## config.mk

```make
export PLATFORM = sky130hd
export DESIGN_NAME = snoopy_bus_arbiter_flat
export DESIGN_NICKNAME = d
export VERILOG_FILES = /design/src/rtl/snoopy_bus_arbiter_pkg.sv /design/src/rtl/snoopy_bus_arbiter_if.sv /design/src/rtl/snoopy_bus_arbiter_round_robin_selector.sv /design/src/rtl/snoopy_bus_arbiter.sv /design/src/flat_wrapper.sv
export SDC_FILE = /design/constraint.sdc
export NUM_CORES = 1
export LEC_CHECK = 0
export CAP_MARGIN = 20
export CORE_MARGIN = 2
export CORE_UTILIZATION = 54
export CTS_CLUSTER_DIAMETER = 40
export DETAILED_ROUTE_END_ITERATION = 7
export PLACE_DENSITY = 0.83
export RECOVER_POWER = 50
export SETUP_SLACK_MARGIN = 0.1
export SLEW_MARGIN = 20
export SYNTH_ARGS = -nofsm -noshare
export SYNTH_HDL_FRONTEND = slang
export SYNTH_HIERARCHICAL = 1
export SYNTH_SLANG_ARGS = --single-unit
```

## constraint.sdc

```tcl
create_clock -name clock -period 5 [get_ports clock]
set_input_delay 1 -clock clock [delete_from_list [all_inputs] [get_ports clock]]
set_output_delay 1 -clock clock [all_outputs]
set_load 0.05 [all_outputs]
```

## src/rtl/snoopy_bus_arbiter_pkg.sv

```systemverilog
// Shared types and helpers for the snoopy bus arbiter and the round-robin
// arbiters elsewhere in the memory subsystem.
package snoopy_bus_arbiter_pkg;

    localparam int MAX_CACHES   = 16;
    localparam int MAX_ID_WIDTH = 4;

    typedef enum logic [1:0] {
        IDLE,
        GRANTED,
        SNOOP,
        RELEASE
    } arbState_e;

    typedef struct packed {
        logic                    valid;
        logic [MAX_ID_WIDTH-1:0] index;
    } rrPick_t;

    // First set request bit scanning pointer, pointer+1, ... modulo count.
    function automatic rrPick_t round_robin_pick(
        input logic [MAX_CACHES-1:0]   request,
        input logic [MAX_ID_WIDTH-1:0] pointer,
        input int unsigned             count
    );
        rrPick_t     pick;
        int unsigned idx;
        pick = '0;
        for (int unsigned i = 0; i < count; i++) begin
            idx = 32'(pointer) + i;
            if (idx >= count) idx = idx - count;
            if (!pick.valid && request[idx[MAX_ID_WIDTH-1:0]]) begin
                pick.valid = 1'b1;
                pick.index = idx[MAX_ID_WIDTH-1:0];
            end
        end
        return pick;
    endfunction

    function automatic logic [MAX_CACHES-1:0] onehot(input logic [MAX_ID_WIDTH-1:0] index);
        logic [MAX_CACHES-1:0] vec;
        vec        = '0;
        vec[index] = 1'b1;
        return vec;
    endfunction

endpackage

```

## src/rtl/snoopy_bus_arbiter_if.sv

```systemverilog
// Snoopy bus handshake bundle: master = arbiter side, slave = cache side.
interface snoopy_bus_arbiter_if #(
    parameter int NUMBER_OF_CACHES = 4,
    parameter int ID_WIDTH         = (NUMBER_OF_CACHES > 1) ? $clog2(NUMBER_OF_CACHES) : 1
);

    logic [NUMBER_OF_CACHES-1:0] request;
    logic [NUMBER_OF_CACHES-1:0] grant;
    logic                        commandValid;
    logic [NUMBER_OF_CACHES-1:0] snoopRequest;
    logic [NUMBER_OF_CACHES-1:0] snoopDone;
    logic                        commandDone;
    logic                        busBusy;
    logic [ID_WIDTH-1:0]         ownerId;

    modport master (
        input  request, commandValid, snoopDone,
        output grant, snoopRequest, commandDone, busBusy, ownerId
    );

    modport slave (
        output request, commandValid, snoopDone,
        input  grant, snoopRequest, commandDone, busBusy, ownerId
    );

endinterface

```

## src/rtl/snoopy_bus_arbiter_round_robin_selector.sv

```systemverilog
// Combinational round-robin winner selection starting at a priority pointer.
module round_robin_selector
    import snoopy_bus_arbiter_pkg::*;
#(
    parameter int NUMBER_OF_CACHES = 4,
    parameter int ID_WIDTH         = (NUMBER_OF_CACHES > 1) ? $clog2(NUMBER_OF_CACHES) : 1
) (
    input  logic [NUMBER_OF_CACHES-1:0] request,
    input  logic [ID_WIDTH-1:0]         pointer,
    output logic [ID_WIDTH-1:0]         winner,
    output logic                        valid
);

    rrPick_t pick;

    always_comb begin
        pick   = round_robin_pick(MAX_CACHES'(request), MAX_ID_WIDTH'(pointer), NUMBER_OF_CACHES);
        valid  = pick.valid;
        winner = ID_WIDTH'(pick.index);
    end

endmodule

```

## src/rtl/snoopy_bus_arbiter.sv

```systemverilog
// Round-robin owner of the shared snoopy bus with snoop broadcast/collect.
// Define ARBITER_GRANT_COUNTERS_EN to add saturating per-cache grant counters.
module snoopy_bus_arbiter
    import snoopy_bus_arbiter_pkg::*;
#(
    parameter int NUMBER_OF_CACHES = 4,
    parameter int ID_WIDTH         = (NUMBER_OF_CACHES > 1) ? $clog2(NUMBER_OF_CACHES) : 1,
    parameter int COUNTER_WIDTH    = 16
) (
    input  logic                 clock,
    input  logic                 reset,
    snoopy_bus_arbiter_if.master bus
`ifdef ARBITER_GRANT_COUNTERS_EN
    ,
    output logic [NUMBER_OF_CACHES*COUNTER_WIDTH-1:0] grantCount
`endif
);

    if (NUMBER_OF_CACHES < 1 || NUMBER_OF_CACHES > MAX_CACHES || COUNTER_WIDTH < 1) begin : gBadParams
        $error("snoopy_bus_arbiter: illegal parameter values");
    end

    arbState_e                   state;
    logic [NUMBER_OF_CACHES-1:0] grantReg;
    logic [NUMBER_OF_CACHES-1:0] pending;
    logic                        commandDoneReg;
    logic                        busBusyReg;
    logic [ID_WIDTH-1:0]         ownerIdReg;
    logic [ID_WIDTH-1:0]         pointer;
    logic [ID_WIDTH-1:0]         winner;
    logic                        winnerValid;
    logic [NUMBER_OF_CACHES-1:0] pendingNext;

    round_robin_selector #(
        .NUMBER_OF_CACHES(NUMBER_OF_CACHES),
        .ID_WIDTH        (ID_WIDTH)
    ) rrSelector (
        .request(bus.request),
        .pointer(pointer),
        .winner (winner),
        .valid  (winnerValid)
    );

    assign pendingNext = pending & ~bus.snoopDone;

    always_ff @(posedge clock or negedge reset) begin
        if (!reset) begin
            state          <= IDLE;
            grantReg       <= '0;
            pending        <= '0;
            commandDoneReg <= 1'b0;
            busBusyReg     <= 1'b0;
            ownerIdReg     <= '0;
            pointer        <= '0;
        end else begin
            commandDoneReg <= 1'b0;
            unique case (state)
                IDLE: begin
                    if (winnerValid) begin
                        ownerIdReg <= winner;
                        grantReg   <= NUMBER_OF_CACHES'(onehot(MAX_ID_WIDTH'(winner)));
                        busBusyReg <= 1'b1;
                        state      <= GRANTED;
                    end
                end
                GRANTED: begin
                    // grantReg is the owner's one-hot, so ~grantReg is every other cache
                    if (bus.commandValid) begin
                        pending <= ~grantReg;
                        state   <= SNOOP;
                    end else if ((bus.request & grantReg) == '0) begin
                        grantReg <= '0;
                        state    <= RELEASE;
                    end
                end
                SNOOP: begin
                    pending <= pendingNext;
                    if (pendingNext == '0) begin
                        commandDoneReg <= 1'b1;
                        state          <= GRANTED;
                    end
                end
                RELEASE: begin
                    pointer    <= (ownerIdReg == ID_WIDTH'(NUMBER_OF_CACHES - 1)) ? '0
                                                                               : ownerIdReg + ID_WIDTH'(1);
                    busBusyReg <= 1'b0;
                    state      <= IDLE;
                end
            endcase
        end
    end

    assign bus.grant        = grantReg;
    assign bus.snoopRequest = pending;
    assign bus.commandDone  = commandDoneReg;
    assign bus.busBusy      = busBusyReg;
    assign bus.ownerId      = ownerIdReg;

`ifdef ARBITER_GRANT_COUNTERS_EN
    logic [NUMBER_OF_CACHES-1:0][COUNTER_WIDTH-1:0] counters;

    always_ff @(posedge clock or negedge reset) begin
        if (!reset) begin
            counters <= '0;
        end else if (state == IDLE && winnerValid) begin
            for (int unsigned i = 0; i < NUMBER_OF_CACHES; i++) begin
                if (winner == ID_WIDTH'(i) && counters[i] != '1) begin
                    counters[i] <= counters[i] + COUNTER_WIDTH'(1);
                end
            end
        end
    end

    assign grantCount = counters;
`endif

endmodule

```

## src/flat_wrapper.sv

```systemverilog
// flat-port wrapper written by rule: the top's interface ports become plain ports
module snoopy_bus_arbiter_flat import snoopy_bus_arbiter_pkg::*;
#(
    parameter int NUMBER_OF_CACHES = 4,
    parameter int ID_WIDTH         = (NUMBER_OF_CACHES > 1) ? $clog2(NUMBER_OF_CACHES) : 1,
    parameter int COUNTER_WIDTH    = 16
)
  (clock, reset, bus_request, bus_commandValid, bus_snoopDone, bus_grant, bus_snoopRequest, bus_commandDone, bus_busBusy, bus_ownerId);
  snoopy_bus_arbiter_if #(.NUMBER_OF_CACHES(NUMBER_OF_CACHES), .ID_WIDTH(ID_WIDTH)) bus_i ();
  input  logic clock;
  input  logic reset;
  input wire logic [$bits(bus_i.request)-1:0] bus_request;
  input wire logic [$bits(bus_i.commandValid)-1:0] bus_commandValid;
  input wire logic [$bits(bus_i.snoopDone)-1:0] bus_snoopDone;
  output wire logic [$bits(bus_i.grant)-1:0] bus_grant;
  output wire logic [$bits(bus_i.snoopRequest)-1:0] bus_snoopRequest;
  output wire logic [$bits(bus_i.commandDone)-1:0] bus_commandDone;
  output wire logic [$bits(bus_i.busBusy)-1:0] bus_busBusy;
  output wire logic [$bits(bus_i.ownerId)-1:0] bus_ownerId;
  assign bus_i.request = bus_request;
  assign bus_i.commandValid = bus_commandValid;
  assign bus_i.snoopDone = bus_snoopDone;
  assign bus_grant = bus_i.grant;
  assign bus_snoopRequest = bus_i.snoopRequest;
  assign bus_commandDone = bus_i.commandDone;
  assign bus_busBusy = bus_i.busBusy;
  assign bus_ownerId = bus_i.ownerId;
  snoopy_bus_arbiter #(.NUMBER_OF_CACHES(NUMBER_OF_CACHES), .ID_WIDTH(ID_WIDTH), .COUNTER_WIDTH(COUNTER_WIDTH)) u_core (.clock(clock), .reset(reset), .bus(bus_i));
endmodule
```

# After elaboration in Yosys (flattened, before gate mapping)
# Cells that the tools add are included.
# Widths: inputs -> output; s select.
# op_classes
n_addsub	8
mul	0
div	0
order_cmp	10
n_eq_ne	10
n_shift	0
n_mux	34
bitwise_logic	4
n_reduce_logical	18
# op_table
operator	count
$mux 4	8
$lt 4x5->1 const B	4
$mux 5	4
$bmux 1 s4	4
$pmux 4 s2	2
$sub 3x3->4 const B	3
$mux 2	5
$ge 3x3->1 const B	3
$and 4x4->4	2
$logic_not 4->1	2
$mux 1	8
$not 4->4	2
$pmux 2 s4	1
$add 2x2->3 const B	2
$eq 2x2->1 const B	3
$ne 2x2->1 const B	3
$reduce_and 2->1	3
$reduce_bool 2->1	3
$lt 2x5->1 const B	1
$logic_and 1x1->1	4
$ne 2x1->1 const B	2
$reduce_and 4->1	1
$sub 2x3->4 const B	1
$add 2x1->3 const B	1
other kinds (10)	12
# totals
regBits	16
latch_bits	0
ramBits	0
rom_bits	0
inputBits	11
out_inout_bits	12
elab_cells	91
memories	0

# Depth between registers and ports, before layout
# Gate-level depths: netlist of run 1.
# depth
word_depth	20
ltp_mapped	10
ltp_nobuf	9

# Hierarchy
# Netlist of run 1, hierarchy kept.
# by_module_without_submodules
module	instances	cells_per_inst	area_per_inst_um2	seq_area_each_um2
snoopy_bus_arbiter	1	73	780.7	400.4
round_robin_selector	1	39	310.3	0.0

# Worst setup path before layout of run 1
# OpenSTA, ideal clock, no wires.
# synth_timing
path_type	input -> register
startpoint	input bus_request[0]
endpoint	register u_core.grantReg[0], in the netlist u_core/bus.grant[0]
setup_time_ns	0.067
arrival_ns	2.359
slack_ns	2.574
stages	7
path_buffers	0
path_cell_list	mux4_1 -> nand2_1 -> a21boi_2 -> nand3b_1 -> nor3b_4 -> a31oi_2 -> a22o_1
# synth_via
elab_cells_between_ends	30
cone_classes	2 x order compare; 2 x eq/ne; 16 x mux; 1 x bitwise; 9 x reduce/logical
# synth_lines
element	line_no	source
from (decl)	flat_wrapper.sv:12	input wire logic [$bits(bus_i.request)-1:0] bus_request;
$bmux 1 s4	snoopy_bus_arbiter_pkg.sv:32	if (!pick.valid && request[idx[MAX_ID_WIDTH-1:0]]) begin
$mux 1 (implied by the code)	snoopy_bus_arbiter_pkg.sv:32	
$mux 5	snoopy_bus_arbiter_pkg.sv:32	
$logic_not 1->1	snoopy_bus_arbiter_pkg.sv:32	
$logic_and 1x1->1	snoopy_bus_arbiter_pkg.sv:32	
$mux 5	snoopy_bus_arbiter_pkg.sv:32	
$logic_not 1->1	snoopy_bus_arbiter_pkg.sv:32	
$logic_and 1x1->1	snoopy_bus_arbiter_pkg.sv:32	
$mux 5	snoopy_bus_arbiter_pkg.sv:32	
$logic_not 1->1	snoopy_bus_arbiter_pkg.sv:32	
$logic_and 1x1->1	snoopy_bus_arbiter_pkg.sv:32	
$mux 5 *	snoopy_bus_arbiter_pkg.sv:32	
via u_core.winnerValid	snoopy_bus_arbiter.sv:31	logic winnerValid;
$ne 2x2->1 (no line) *	--	
$reduce_and 4->1 (no line) *	--	
to (signal assigned)	snoopy_bus_arbiter.sv:61	grantReg <= NUMBER_OF_CACHES'(onehot(MAX_ID_WIDTH'(winner)));
to (decl)	snoopy_bus_arbiter.sv:24	logic [NUMBER_OF_CACHES-1:0] grantReg;
# The timed path passes the listed nets; every way through them passes the cells marked *. The select of a mux whose other input is x is not followed.
# A chain may end at the register's enable or synchronous reset.

# Final worst setup path of run 1
# layout_timing
startpoint	input bus_request[2]
endpoint	register u_core.grantReg[3], in the netlist u_core/bus.grant[3]
# The elaborated chain is that of the path after synthesis.

==> results of run 1 <==
==> layout by cell type (no fill, tap or decap), drive strengths merged, types with 3 or more instances in the layout <==
cell type and instances:
dfrtp 16, clkdlybuf4s50 19, o21ai 12, mux4 3, ha 5, dlygate4sd3 3
nand2 10, a21boi 3, mux2 3, nor2b 5, a221oi 4, a21oi 9
inv 11, clkbuf 4
==> cell usage after synthesis <==
library cell	instances	area [sq um]
nor3b_4	1	18.8
a31oi_2	1	12.5
nand2_1	10	37.5
a21oi_2	1	8.76
o31ai_1	2	15.0
a221o_1	1	10.0
o2bb2ai_1	2	17.5
a21boi_0	2	15.0
a21oi_1	8	40.0
nand3_1	2	10.0
o21ai_0	11	55.1
ha_1	5	62.6
nor2b_1	5	31.3
mux4_1	1	26.3
o21a_1	1	7.51
a22oi_1	2	15.0
mux2_2	2	22.5
mux2_1	1	11.3
buf_4	1	7.51
nand2b_1	2	12.5
a2111o_1	1	11.3
mux4_2	2	45.0
a22o_1	1	8.76
inv_1	11	41.3
a32oi_1	1	8.76
o21ai_1	1	5.00
nor2_1	2	7.51
nor3b_1	1	7.51
buf_2	3	15.0
a221oi_1	4	35.0
nand3b_1	1	7.51
nor3_1	1	5.00
buf_6	1	11.3
a32o_1	2	20.0
a211oi_1	1	7.51
a21boi_2	1	11.3
dfrtp_1	16	400
and3_1	1	6.26
==> state kept, by name (all words and copies together), names as in the netlist <==
register,cells
u_core/bus.grant,4
u_core/bus.busBusy,1
u_core/pointer,2
u_core/state,2
u_core/bus.snoopRequest,4
u_core/bus.commandDone,1
u_core/bus.ownerId,2
==> metrics by stage <==
step	instance area (sq um)	cells	hold slack (ns)	utilization, %	total power [W]
floorplan	1090	112	0.528	-	0.000756
global placement	1310	156	0.501	67.5	0.000889
detailed placement	1310	156	0.517	67.5	0.000909
CTS	1350	160	0.525	69.4	0.000997
global route	1350	160	0.541	69.4	0.00107
finish	1350	160	0.522	69.4	0.000996
==> final timing paths <==
path,startpoint,endpoint,depth (start not counted),slack (ns)
setup / recovery,bus_request[2],u_core/bus.grant[3],8,2.07
hold / removal,u_core/bus.ownerId[0],u_core/pointer[0],1,0.52
setup reg to reg,u_core/pointer[0],u_core/bus.ownerId[1],8,2.34
hold reg to reg,u_core/bus.ownerId[0],u_core/pointer[0],1,0.52
max in group asynchronous,reset,u_core/pointer[0],1,3.35
min in group asynchronous,reset,u_core/state[0],1,1.20
==> report_power, final <==
part | internal (W) | total (W) | switching, W
Combinational | 0.000265 | 0.000624 | 0.000359
Sequential | 0.000187 | 0.000289 | 0.000102
Clock | 0.0000443 | 0.0000833 | 0.0000389
Total | 0.000496 | 0.000996 | 0.000499
==> final cells by class <==
type                    instances  area (sq um)  area share (%)
repair buffers                 22           220            16.3
well taps                      27          33.8            2.51
inverters                      11          41.3            3.06
flip-flops and latches         16           400            29.7
multi-input cells              80           616            45.7
clock buffers                   4          36.3            2.69
==> worst max-delay path: stages <==
cell             delay (ns)
clkdlybuf4s50_1        0.53
mux4_1                 0.55
nand2_1                0.10
a21boi_2               0.20
nand3b_1               0.14
nor3b_4                0.20
a31oi_2                0.25
a32o_1                 0.17
==> per-layer routing <==
layer | global-route usage [%] | wire [microns]
met1 | 28.4 | 1040
met2 | 40.2 | 1280
met3 | 5.83 | 134
met4 | 7.14 | 23
met5 | 0 | 0
==> kinds of logic (layout without fill, tap and decap cells) <==
family,Yosys count,after routing
fa+ha+maj,5,5
simple gates,26,26
buf+inv,16,37
flops,16,16
mux,6,6
compound gates,43,43
==> results.json, run 1 <==
{
  "status": "completed",
  "cts_sinks": 16,
  "ys_ff_latch": 16,
  "dp_hpwl_microns": 1930,
  "insertion_delay_ns": 0.28,
  "timing.slew.headroom_pct": 52.3,
  "max_freq_ghz": 0.341,
  "clk_path_buf_depth": 2,
  "synth_top_family_by_area": "compound AO/OA/AOI/OAI gates",
  "post_cts_resize_count": 0,
  "synth_xor_area_share_pct": 0,
  "max_slew.worst_pin.slew_ns": 0.713,
  "ir_drop_v": 0.000422,
  "grt_overflow_total": 0,
  "vias": 955,
  "final_nets": 150,
  "antenna_found_initial": 0,
  "numCtsBuffers": 3,
  "syn2layout_area_growth_pct": 23.5,
  "rsz0062_at_grt": "no",
  "diodes": 0,
  "num_io_pins": 23,
  "finalHoldViolCount": 0,
  "dr.first_iter.drc_count": 41,
  "dp_slack_ns": 1.79,
  "finalClockSkew_ns": 0.00615,
  "crit_fanout": 8,
  "critical_path_class": "in2reg",
  "avgRoutedWirePerCell_microns": 15.5,
  "cap_violations": 0,
  "drive_gt1_share_pct": 9.02,
  "die_y_microns": 49.0,
  "vias_per_cell": 5.97,
  "clk_pin_slew_ns": 0.08,
  "ys_types": 38,
  "worstSetupEndpointType": "flop",
  "syn_area_per_cell_sq_um": 9.74,
  "hp-class": "reg2reg",
  "synth_compound_area_share_pct": 27.9,
  "initial_core_util_pct": 56.2,
  "synth_nets": 128,
  "synthMuxAreaShare_pct": 9.63,
  "synthCells": 112,
  "dieWidth_microns": 49.0,
  "worst_slack_ns": 2.07,
  "power.density_mw_per_mm2": 739,
  "die_area_sq_mm": 0.00240,
  "rows": 16,
  "grt_pass1_wl_microns": 4290,
  "gp_congestion": 0.836,
  "synth-seq-area-share_pct": 36.7,
  "grt_pass1_vias": 934,
  "cts_setup_buffers": 0,
  "core_area_sq_mm": 0.00194,
  "fin_setup_tns_ns": 0,
  "portBuffers": 22,
  "post-route-period-util_pct": 58.7,
  "dr.pass1.iters": 4,
  "grt_max_degree": 20,
  "synth_area_sq_mm": 0.00109,
  "cts_hold_buf": 0,
  "critPathLaunchType": "primary input",
  "arrival_ns": 3.15,
  "clockRootBuffer": "clkbuf_4",
  "synth-simple-area-share_pct": 13.2,
  "ant_nets": 0,
  "cts_tree": "yes",
  "ys_warn_count": 6,
  "synth_fa_ha_area_share_pct": 5.73,
  "slew_viol_final": 0,
  "period_needed_ns": 2.93,
  "setup_viol_count_final": 0,
  "critical_path_required_ns": 5.22,
  "leakagePower_nw": 0.572,
  "htreeDepth": 1,
  "wl_microns": 2480,
  "track_usage_pct": 23.2,
  "nFillCells": 168,
  "drc_errors": 0
}
(Power assumes the default switching activity.)
==> run 2, diff against run 1 <==
CORE_ASPECT_RATIO = 0.6   (was unset)
CORE_UTILIZATION = 50   (was 54)
PLACE_DENSITY = 0.78   (was 0.83)
clock period = 2.75 ns   (was 5 ns; I/O delays follow)
==> run 2 against run 1 <==
Net effect:
- total power increased by 87%
- critical path depth stayed put
- largest cell class unchanged
- register-to-register slack lost 1.9 ns
- clock power rose by 87%
- combinational power up 97%
- highest routed layer unchanged
- global-route usage shrank 0.25 points
==> results.json, run 2 (synthesis results as in run 1) <==
{
  "core_area_sq_mm": 0.00211,
  "placed_area_sq_mm": 0.00134,
  "cts_tree": "yes",
  "htreeDepth": 1,
  "syn2layout_area_growth_pct": 25.9,
  "r2r_slack_ns": 0.48,
  "critical_path_required_ns": 2.98,
  "mostFrequentLayoutCells": "clkdlybuf4s50_1 (19), dfrtp_1 (16), inv_1 (11), o21ai_0 (11), nand2_1 (10)",
  "dr.pass1.iters": 4,
  "vias_per_cell": 5.80,
  "post-route-period-util_pct": 88.2,
  "die_area_sq_mm": 0.00258,
  "timing.slew.headroom_pct": 51.8,
  "num_io_pins": 23,
  "power.density_mw_per_mm2": 1360,
  "hold_depth": 1,
  "arrival_ns": 2.66,
  "clk_pin_slew_ns": 0.09,
  "hold_path_end": "u_core/pointer[0]",
  "critPathLaunchType": "primary input",
  "finalClockSkew_ns": 0.00130,
  "worst_hold_slack_ns": 0.520,
  "worstSetupEndpointType": "flop",
  "cts_setup_buffers": 0,
  "gr-max-usage-layer": "met2",
  "met2_usage_pct": 34.1,
  "cts_hold_buf": 0,
  "initial_core_util_pct": 51.6,
  "die_y_microns": 40.2,
  "final_nets": 153,
  "wl_microns": 2660,
  "avgRoutedWirePerCell_microns": 16.0,
  "rows": 13,
  "track_usage_pct": 23.0,
  "grt_pass1_vias": 848,
  "crit_fanout": 7,
  "nFillCells": 184,
  "cts_sinks": 16,
  "hp-class": "reg2reg",
  "slew_viol_final": 0,
  "period_needed_ns": 2.43,
  "grt_overflow_total": 0,
  "grt_pass1_wl_microns": 4260,
  "worstReg2RegEnd": "u_core/bus.grant[0]",
  "insertion_delay_ns": 0.28,
  "leakagePower_nw": 0.586,
  "met3_usage_pct": 8.15,
  "ant_nets": 0,
  "ir_drop_v": 0.000647,
  "layout_commonest_cell": "clkdlybuf4s50_1",
  "register_area_sq_um": 400,
  "portBuffers": 22,
  "post_cts_resize_count": 0,
  "rsz0062_at_grt": "no",
  "clk_path_buf_depth": 2,
  "max_slew.worst_pin.slew_ns": 0.721,
  "status": "completed",
  "numCtsBuffers": 3,
  "vias": 962,
  "fin_area_sq_mm": 0.00137,
  "fin_setup_tns_ns": 0,
  "antenna_found_initial": 0,
  "critical_path_class": "in2reg",
  "dieWidth_microns": 64.3,
  "max_freq_ghz": 0.412,
  "setup_viol_count_final": 0,
  "r2r_cells": 9,
  "multiInputGateArea_sq_um": 616,
  "dr.first_iter.drc_count": 61,
  "clockRootBuffer": "clkbuf_4",
  "finalHoldViolCount": 0,
  "drc_errors": 0,
  "use_met1_pct": 33.4,
  "dp_hpwl_microns": 1970,
  "gp_congestion": 0.914,
  "drive_gt1_share_pct": 11.0,
  "cap_violations": 0,
  "min-delay-start": "u_core/bus.ownerId[0]",
  "rr_startpoint": "u_core/pointer[1]",
  "diodes": 0,
  "grt_max_degree": 20
}
run 2: worst max path at each step:
stage / slack (ns) / from / end / cells after the start
2_1_floorplan: 0.38 / u_core/pointer[0] / u_core/bus.ownerId[1] / 9
3_3_place_gp: 0.13 / bus_request[2] / u_core/bus.ownerId[1] / 6
3_5_place_dp: 0.05 / bus_request[2] / u_core/bus.grant[0] / 8
4_1_cts: 0.36 / bus_request[2] / u_core/bus.grant[0] / 8
5_1_grt: 0.20 / bus_request[2] / u_core/bus.grant[3] / 8
6_report: 0.32 / bus_request[0] / u_core/bus.grant[0] / 8
run 2: report_power, final:
part / internal [W] / total [W] / switching [W]
Sequential: 0.000340 / 0.000477 / 0.000136
Clock: 0.0000806 / 0.000156 / 0.0000755
Combinational: 0.000502 / 0.00123 / 0.000729
run 2: metal layers:
metal	vias up	wire, microns
met3	2	228
li1	467	-
met2	37	1120
met1	456	1300
met5	-	0
met4	0	8
run 2: layout make-up:
| cell class | count | share of cell area (%) |
|---|---|---|
| inverters | 11 | 3.01 |
| flip-flops and latches | 16 | 29.1 |
| well taps | 30 | 2.73 |
| multi-input cells | 80 | 44.8 |
| clock buffers | 4 | 2.64 |
| repair buffers | 25 | 17.7 |
run 2: stage by stage:
stage          total power (W)  setup WS [ns]  util [%]  std cells
2_1_floorplan          0.00138          0.375         -        112
3_3_place_gp           0.00166          0.134      63.3        162
3_5_place_dp           0.00170         0.0521      63.3        162
4_1_cts                0.00186          0.356      65.0        166
5_1_grt                0.00201          0.201      65.0        166
6_report               0.00186          0.324      65.0        166
run 2: worst max-delay path, stage by stage:
cell,delay (ns)
clkdlybuf4s50_1,0.51
mux4_1,0.56
nand2_1,0.10
a21boi_2,0.19
nand3b_1,0.11
nor3b_4,0.19
a31oi_2,0.26
a22o_1,0.19
